===== src/rtl/btnevents.sv =====
// Sticky press/release/long-press event flags over a debounced button vector.
// Define BTNEVENTS_REPEAT_EN to add auto-repeat press pulses while held.
module btnevents #(
  parameter int NIN      = 21,
  parameter int LGHOLD   = 24,
  parameter int LGREPEAT = 22
) (
  input  logic           i_clk,
  input  logic           i_reset,
  input  logic [NIN-1:0] i_btn,
  input  logic           i_clr,
  input  logic [NIN-1:0] i_clr_mask,
  output logic [NIN-1:0] o_pressed,
  output logic [NIN-1:0] o_released,
  output logic [NIN-1:0] o_held,
  output logic           o_int
);

  localparam logic COUNT = 1'b0;
  localparam logic DONE  = 1'b1;

  logic [NIN-1:0]    last_q;
  logic [NIN-1:0]    pressed_q, pressed_d;
  logic [NIN-1:0]    released_q, released_d;
  logic [NIN-1:0]    held_q, held_d;
  logic [NIN-1:0]    rise, fall, clr_m, rpt_set;
  logic [LGHOLD-1:0] timer_q, timer_d;
  logic              state_q, state_d;
  logic              chg, idle, restart, hold_ev;

  always_comb begin
    rise    = i_btn & ~last_q;
    fall    = ~i_btn & last_q;
    chg     = |(rise | fall);
    idle    = ~|i_btn;
    restart = chg | idle;
    clr_m   = i_clr ? i_clr_mask : '0;
  end

  // One timer shared by all buttons; it parks in DONE to avoid wrap.
  always_comb begin
    timer_d = timer_q;
    state_d = state_q;
    hold_ev = 1'b0;
    if (restart) begin
      timer_d = '0;
      state_d = COUNT;
    end else if (state_q == COUNT) begin
      if (&timer_q) begin
        hold_ev = 1'b1;
        state_d = DONE;
      end else begin
        timer_d = timer_q + LGHOLD'(1);
      end
    end
  end

`ifdef BTNEVENTS_REPEAT_EN
  logic [LGREPEAT-1:0] rpt_q, rpt_d;
  logic                rpt_run;

  always_comb begin
    rpt_run = (state_q == DONE) && !restart;
    rpt_d   = rpt_run ? rpt_q + LGREPEAT'(1) : '0;
    rpt_set = (rpt_run && (&rpt_q)) ? i_btn : '0;
  end

  always_ff @(posedge i_clk) begin
    if (i_reset) begin
      rpt_q <= '0;
    end else begin
      rpt_q <= rpt_d;
    end
  end
`else
  logic unused_rpt_cfg;

  assign unused_rpt_cfg = (LGREPEAT > 0);
  assign rpt_set        = '0;
`endif

  // Set terms win over a simultaneous clear of the same bit.
  always_comb begin
    pressed_d  = (pressed_q & ~clr_m) | rise | rpt_set;
    released_d = (released_q & ~clr_m) | fall;
    held_d     = (held_q & ~clr_m) | (hold_ev ? i_btn : '0);
  end

  always_ff @(posedge i_clk) begin
    if (i_reset) begin
      last_q     <= '0;
      timer_q    <= '0;
      state_q    <= COUNT;
      pressed_q  <= '0;
      released_q <= '0;
      held_q     <= '0;
    end else begin
      last_q     <= i_btn;
      timer_q    <= timer_d;
      state_q    <= state_d;
      pressed_q  <= pressed_d;
      released_q <= released_d;
      held_q     <= held_d;
    end
  end

  assign o_pressed  = pressed_q;
  assign o_released = released_q;
  assign o_held     = held_q;
  assign o_int      = |(pressed_q | released_q | held_q);

endmodule


===== config.mk =====
export PLATFORM = sky130hd
export DESIGN_NAME = btnevents
export DESIGN_NICKNAME = d
export VERILOG_FILES = /design/src/rtl/btnevents.sv
export SDC_FILE = /design/constraint.sdc
export NUM_CORES = 1
export LEC_CHECK = 0
export CAP_MARGIN = 20
export CORE_MARGIN = 3
export CORE_UTILIZATION = 30
export DETAILED_ROUTE_END_ITERATION = 10
export MAX_ROUTING_LAYER = met4
export PLACE_DENSITY = 0.57
export SLEW_MARGIN = 40
export SYNTH_ARGS = -nofsm -noshare
export SYNTH_HDL_FRONTEND = slang
export SYNTH_SLANG_ARGS = --single-unit

===== constraint.sdc =====
create_clock -name i_clk -period 3.89 [get_ports i_clk]
set_input_delay 0.778 -clock i_clk [delete_from_list [all_inputs] [get_ports i_clk]]
set_output_delay 0.778 -clock i_clk [all_outputs]
set_load 0.1 [all_outputs]

; ---- After elaboration in Yosys (flattened, before gate mapping)
; Cells that the tools add are included.
[totals]
in_bits = 45
wordCells = 37
out_inout_bits = 64
ff_bits = 109
[classes]
n_addsub = 1
n_reduce_logical = 7
n_bitwise = 17
n_mux = 6
[op_table]
columns = op, count
row1 = bitwise OR 21 bit, 6
row2 = bitwise AND 21 bit, 5
row3 = inverter 21 bit, 3
row4 = OR reduction 21 bit, 3
row5 = 2-to-1 mux 21 bit, 2
row6 = "adder 24 x 1 -> 24 bit, second input constant", 1
row7 = AND reduction 24 bit, 1
row8 = 2-to-1 mux 1 bit, 4
row9 = inverter 1 bit, 2
row10 = AND reduction 2 bit, 1
row11 = OR reduction 2 bit, 1
row12 = logical NOT 1 bit, 1
row13 = bitwise OR 1 bit, 1

; ---- Depth between registers and ports, before layout
; Gate-level depths: netlist of the first run.
[logic_depth]
depth_word = 8
ltp_mapped = 8

; ---- Least setup slack after synthesis of the first run
; No wires, ideal clock.
[synth_path]
path_kind = register -> output
from = reg pressed_q[6] (netlist: o_pressed[6])
to = out o_int
required_time_ps = 3112
slack_ps = 1025
stages_incl_launch_ff = 4
arrival_ps = 2087
n_path_buf = 0
cell_sequence = dfxtp_1 nor4_1 nand4_1 or4_1
[synth_between]
elab_chain_cells = 3
[synth_rtl]
columns = item, line
row1 = from (decl), 23  ; logic [NIN-1:0] pressed_q, pressed_d;
row2 = from (signal assigned), 101  ; pressed_q <= pressed_d;
row3 = bitwise OR 21 bit (2 in series), 110  ; assign o_int = |(pressed_q | released_q | held_q);
row4 = OR reduction 21 bit, 110
row5 = to (decl), 16  ; output logic o_int
; No other way between the ends.

; ---- Final worst setup path of the first run
[layout_path]
from = reg released_q[0] (netlist: o_released[0])
to = out o_int
[layout_between]
elab_chain_cells = 3
[layout_rtl]
columns = item, line
row1 = from (decl), 24  ; logic [NIN-1:0] released_q, released_d;
row2 = from (signal assigned), 102  ; released_q <= released_d;
row3 = bitwise OR 21 bit (2 in series), 110
row4 = OR reduction 21 bit, 110
; No other way between the ends.

==> run_results.csv, run 1 <==
group,metric,value,unit
critical_path,timing.rr.start,"timer_q[1]$_SDFFE_PP0P_",
cts,cts_tree,"built",
synth,synth_nets,610,
synth,yosysWarningCount,0,
placed_design,dp_hpwl,10400,um
cts,cts-buffers-inserted,9,
global_route,gr-usage-met2,24.6,%
global_route,grt-busiest-layer,"met2",
critical_path,crit_family,"simple AND/OR/NAND/NOR gates",
layout,nets,715,
worst_hold_path,hp-start,"o_released[20]$_SDFF_PP0_",
synth,synth_top_area_share,45.7,%
critical_path,worstRegToRegCells,6,
critical_path,crit_chain,"nor4_1 -> nand4_1 -> or4_1 -> buf_4",
synth,synthMuxAreaShare,0,%
timing,hold_viol,0,
timing,max_freq,335,MHz
drt,final_antenna_net_count,0,
drt,via_per_inst,4.97,
synth,synthAdderAreaFrac,11.3,%
global_route,track_usage,15.9,%
global_route,antenna_found_initial,0,
synth,synth_xor_area_share,2.57,%
run_status,status,"completed",
critical_path,crit_required,3.11,ns
layout,final_common_cell,"dfxtp_1",
power_and_ir_drop,peakVddDrop,197,uV
cts,clock_latency,0.35,ns
synth,postSynthCellCount,522,
synth,syn_area,4770,um2
critical_path,cpPeakStageDelay,0.57,ns
floorplan,die_x,132,um
floorplan,die_h,132,um
drt,drcViolationCount,0,
drt,wl_per_cell,16.2,um
global_route,grt_util_met3,3.66,%
critical_path,worst_setup_path_start_kind,"flip-flop",
cts,postCtsSetupBuffers,0,
critical_path,crit_type,"flip-flop to output port",
layout,diodes,0,
cts,hold_buffers,0,
drt,firstDrtPassIters,4,
critical_path,timing.rr.end,"timer_q[1]$_SDFFE_PP0P_",
global_route,globalRoute.totalOverflow,0,
timing,finalSetupTns,0,ns
placed_design,place_congestion,0.803,
timing,fin_crit,2.98,ns
timing,setup_viol,0,
power_and_ir_drop,power_density,418,nW/um2
floorplan,core-area,15400,um2
power_and_ir_drop,totalPowerFinal,2.53,mW
critical_path,r2r_setup_slack,1.56,ns
synth,synth_compound_area_share,13.5,%
synth,synth_top_family_by_area,"simple AND/OR/NAND/NOR gates",
synth,yosysUniqueCellTypes,45,
global_route,grt_pass1_wl,21900,um
timing,min_period_over_period,76.7,%
layout,drive_gt1_share,15.8,%
drt,wl,13600,um
worst_hold_path,holdPathEnd,"o_released[20]$_SDFF_PP0_",
timing,maxSlewHeadroom,44.5,%
critical_path,worstSetupEndpointType,"output port",
layout,final_cell_mix,"dfxtp_1 (109), nor2_1 (87), buf_2 (65)",
synth,syn_avg_cell_area,9.14,um2
critical_path,path_buf_inv,1,
cts,clkTransAtPathRegs,0.07,ns
cts,cts-root-buf,"clkbuf_16",
synth,synthSimpleGateAreaFrac,22.0,%
critical_path,cp_slowest_cell,"or4_1",
global_route,grt_max_degree,65,
synth,async_flop_share,0,%
worst_hold_path,whs_path_depth,2,
synth,ys_seq_area_share,45.7,%
timing,finClkSkew,0.0139,ns
layout,ff_latch_area,2180,um2
timing,timing.hold.ws,0.523,ns
synth,synth_area_leaders,"dfxtp_1 (46%), ha_1 (11%), nor2_1 (6.8%)",
timing,final-max-slew-violation-count,0,
worst_hold_path,hold_path.class,"flip-flop to flip-flop",
placed_design,io_buffers,108,
floorplan,initial_core_util,31.1,%
cts,clkSinkCount,109,
layout,fin_util,39.4,%
cts,clock_path_buffers,2,
global_route,use_met1,20.4,%
drt,drtIter0Drc,244,
critical_path,cp_data_arrival_time,2.21,ns
layout,n_fill_cell,1588,
synth,synth_edf_count,0,
cts,ctsHtreeMaxLevel,3,
run,max_cap_violations,0,
drt,vias,4193,
cts,ctsResizeCount,0,
layout,multiInputGateArea,2360,um2
critical_path,critPathMaxFanout,3,
synth,synth_top_area_cell,"dfxtp_1",
timing,tightest_slew,0.832,ns
timing,grt_setup_unrepaired,"no",
synth,synth_ff_type,"dfxtp_1",
global_route,grt_pass1_vias,4083,
layout,area_delta_synth_final,26.9,%
synth,synth_seq_cells,109,
power_and_ir_drop,leakagePower,2.60,nW
floorplan,die_area,17500,um2
floorplan,rows,45,
floorplan,pin_count,109,
-- routing by layer --
metal	up-vias	part of all wire [%]
met5	-	0
met4	0	1.5
met3	17	7.3
met2	129	45
met1	1975	46
li1	2072	-
-- where the power goes --
part	leakage [nW]	total, mW	switching, mW	internal (mW)
combinational	1.56	0.399	0.299	0.100
clock	0.149	0.950	0.439	0.511
sequential	0.892	1.18	0.0314	1.15
-- registers in the layout (all words and copies together), names as in the netlist --
name	cells
o_pressed	21
last_q	21
o_held	21
timer_q	24
state_q	1
o_released	21
-- Yosys cell counts, drive strengths merged, types with 2 or more instances --
cell / instances
and2: 2
nand3: 17
nor4: 27
o211ai: 2
nand4: 15
or4: 3
nor2: 88
xor2: 9
a211oi: 7
and3: 6
xnor2: 5
and4: 4
nand2: 30
a32o: 21
nor3: 5
dfxtp: 109
a21oi: 46
a31oi: 4
buf: 3
clkbuf: 15
inv: 44
ha: 43
a311oi: 3
nand4b: 3
-- final cells by class --
cell class,instances,share of cell area (%)
multi-input combinational,351,38.9
sequential,109,36.0
timing repair buffer,112,12.9
tap,211,4.36
clock buffer,9,3.72
inverter,44,2.73
clock inverter,7,1.32
-- through the flow --
| stage | instance area (um2) | worst slack (ns) | instances |
|---|---|---|---|
| 2_1_floorplan | 4770 | 1.02 | 522 |
| 3_3_place_gp | 6070 | 0.826 | 827 |
| 3_5_place_dp | 5750 | 0.752 | 827 |
| 4_1_cts | 6060 | 0.920 | 843 |
| 5_1_grt | 6060 | 0.793 | 843 |
| 6_report | 6060 | 0.905 | 843 |
-- worst max-delay path by stage --
stage / start / endpoint / depth (start not counted)
3_5_place_dp: i_btn[16] / o_held[11]$_SDFF_PP0_ / 9
2_1_floorplan: o_pressed[6]$_SDFF_PP0_ / o_int / 3
3_3_place_gp: i_btn[20] / o_held[12]$_SDFF_PP0_ / 9
5_1_grt: o_released[0]$_SDFF_PP0_ / o_int / 4
4_1_cts: o_released[0]$_SDFF_PP0_ / o_int / 4
6_report: o_released[0]$_SDFF_PP0_ / o_int / 4
-- tightest hold or removal path, cell delays in order, from the launching register on --
cell,delay (ns)
dfxtp_1,0.35
a21oi_1,0.07
nor2_1,0.07
-- cell families after synthesis --
group,count (synthesis)
DFF,109
buffers and inverters,62
and+or+nand+nor,204
AOI/OAI and AO/OA,90
adders and majority gates,43
xor gates and xnor gates,14
Power figures use the tool's default switching activity.
==> inputs of run 2 (changes only) <==
--- a/config.mk
+++ b/config.mk
@@ -10,7 +10,7 @@
 export CORE_UTILIZATION = 30
 export DETAILED_ROUTE_END_ITERATION = 10
 export MAX_ROUTING_LAYER = met4
-export PLACE_DENSITY = 0.57
+export PLACE_DENSITY = 0.59
 export SLEW_MARGIN = 40
 export SYNTH_ARGS = -nofsm -noshare
 export SYNTH_HDL_FRONTEND = slang
==> constraint.sdc (replaced) <==
create_clock -name i_clk -period 2.4 [get_ports i_clk]
set_input_delay 0.48 -clock i_clk [delete_from_list [all_inputs] [get_ports i_clk]]
set_output_delay 0.48 -clock i_clk [all_outputs]
set_load 0.1 [all_outputs]
==> run 2 against run 1 <==
The run now ends with negative setup slack left. Worst hold slack better by 0.011 ns. First-iteration DRC count up 5.3%. Register-to-register slack worse by 1.2 ns. Combinational power up 87%.
==> run_results.csv, run 2 (same netlist as run 1, synthesis figures left out) <==
group,metric,value,unit
run_status,status,"complete, but fails checks",
layout,final_common_cell,"buf_4",
layout,final_area,6700,um2
critical_path,worstSetupEndpointType,"output port",
floorplan,rows,45,
layout,fin_util,43.6,%
timing,setup_viol,1,
layout,final_cell_mix,"buf_4 (112), dfxtp_1 (108), nor2_1 (87)",
drt,vias,4356,
timing,maxSlewHeadroom,54.9,%
power_and_ir_drop,totalPowerFinal,4.22,mW
timing,min_period_over_period,102,%
run_status,violations,"negative setup slack",
cts,clock_latency,0.35,ns
worst_hold_path,hold_path.class,"flip-flop to flip-flop",
cts,clkSinkCount,109,
cts,ctsHtreeMaxLevel,3,
timing,fin_crit,2.45,ns
cts,cts-buffers-inserted,9,
timing,hold_viol,0,
run,max_cap_violations,0,
drt,firstDrtPassIters,4,
floorplan,die_x,132,um
placed_design,io_buffers,108,
layout,largest-register,"timer_q",
layout,diodes,0,
placed_design,place_area,6290,um2
drt,via_per_inst,4.89,
global_route,use_met1,20.4,%
floorplan,die_h,132,um
critical_path,worst_setup_path_start_kind,"flip-flop",
drt,drcViolationCount,0,
layout,area_delta_synth_final,40.4,%
placed_design,pre_cts_ws,-0.424,ns
timing,final-max-slew-violation-count,0,
cts,clock_path_buffers,2,
placed_design,dp_hpwl,11200,um
floorplan,pin_count,109,
layout,drive_gt1_share,23.1,%
critical_path,cp_data_arrival_time,1.97,ns
global_route,globalRoute.totalOverflow,0,
cts,cts-root-buf,"clkbuf_16",
global_route,grt_util_met3,5.57,%
layout,nets,762,
critical_path,critPathMaxFanout,3,
cts,cts_tree,"built",
power_and_ir_drop,peakVddDrop,292,uV
cts,hold_buffers,0,
critical_path,crit_required,1.92,ns
floorplan,initial_core_util,31.1,%
timing,fin_ws,-0.0479,ns
placed_design,place_congestion,0.923,
timing,max_freq,409,MHz
layout,largest_reg_flops,24,
global_route,grt-busiest-layer,"met2",
drt,wl,14500,um
global_route,grt_pass1_vias,4442,
drt,final_antenna_net_count,0,
cts,clkTransAtPathRegs,0.08,ns
timing,finClkSkew,0.00861,ns
cts,postCtsSetupBuffers,0,
global_route,gr-usage-met2,28.2,%
drt,wl_per_cell,16.2,um
power_and_ir_drop,power_density,630,nW/um2
global_route,track_usage,17.2,%
floorplan,core-area,15400,um2
power_and_ir_drop,leakagePower,2.90,nW
drt,drtIter0Drc,257,
floorplan,die_area,17500,um2
global_route,antenna_found_initial,0,
timing,timing.hold.ws,0.534,ns
timing,tightest_slew,0.677,ns
global_route,grt_pass1_wl,23400,um
global_route,grt_max_degree,64,
critical_path,crit_type,"flip-flop to output port",
timing,grt_setup_unrepaired,"yes",
==> run 2: changes by cell type in the layout (fill, tap and decap cells not counted), moves of 2 or more <==
cell	change
nor4_2	+6
buf_4	+107
buf_2	-64
nor4_4	+3
inv_6	-2
clkinv_4	+2
buf_12	+2
nor4_1	-9
==> run 2: repair_timing <==
action	in CTS	in global routing
gates resized for setup	11	5
pin swaps	3	3
hold endpoints to repair	0	0
endpoints found under the setup margin	22	24
==> run 2: final cells by class <==
type                            instances  area [um2]
Fill cell                            1503        8670
Multi-Input combinational cell        351        2450
Sequential cell                       109        2180
Timing Repair Buffer                  159        1330
Tap cell                              211         264
Clock buffer                           10         229
Inverter                               44         165
Clock inverter                          6        78.8
==> run 2: path summary, 6_finish.rpt <==
check                                  from                        end  slack, ns  depth (start not counted)
setup / recovery  o_released[17]$_SDFF_PP0_                      o_int      -0.05                          5
setup reg to reg    timer_q[1]$_SDFFE_PP0P_   timer_q[23]$_SDFFE_PP0P_       0.35                          6
hold reg to reg   o_released[18]$_SDFF_PP0_  o_released[18]$_SDFF_PP0_       0.53                          2
hold / removal    o_released[18]$_SDFF_PP0_  o_released[18]$_SDFF_PP0_       0.53                          2
==> run 2: power breakdown <==
group	switching [mW]	leakage, nW	total [mW]	internal, mW
sequential	0.0580	0.892	1.93	1.87
clock	0.715	0.151	1.55	0.833
combinational	0.504	1.86	0.747	0.243
total	1.28	2.90	4.22	2.95
==> run 2: through the flow <==
stage,std cells,TNS (ns)
finish,890,-0.0479
global route,890,-0.134
CTS,890,-0.0854
detailed placement,874,-13.48
global placement,874,-12.35
floorplan,522,0
==> run 2: metal layers <==
layer  share of wire, %  vias up  wire (um)
met5                  0        -          0
met4                1.1        0        164
met3                6.8       16        989
met2                 49      127       7080
met1                 43     2058       6220
li1                   -     2155          -
==> run 2: worst max-delay path: stages, from the launching register on <==
cell and delay [ns]:
dfxtp_2 0.35, nor4_4 0.27, buf_4 0.15, nand4_1 0.07
or4_4 0.58, buf_12 0.19
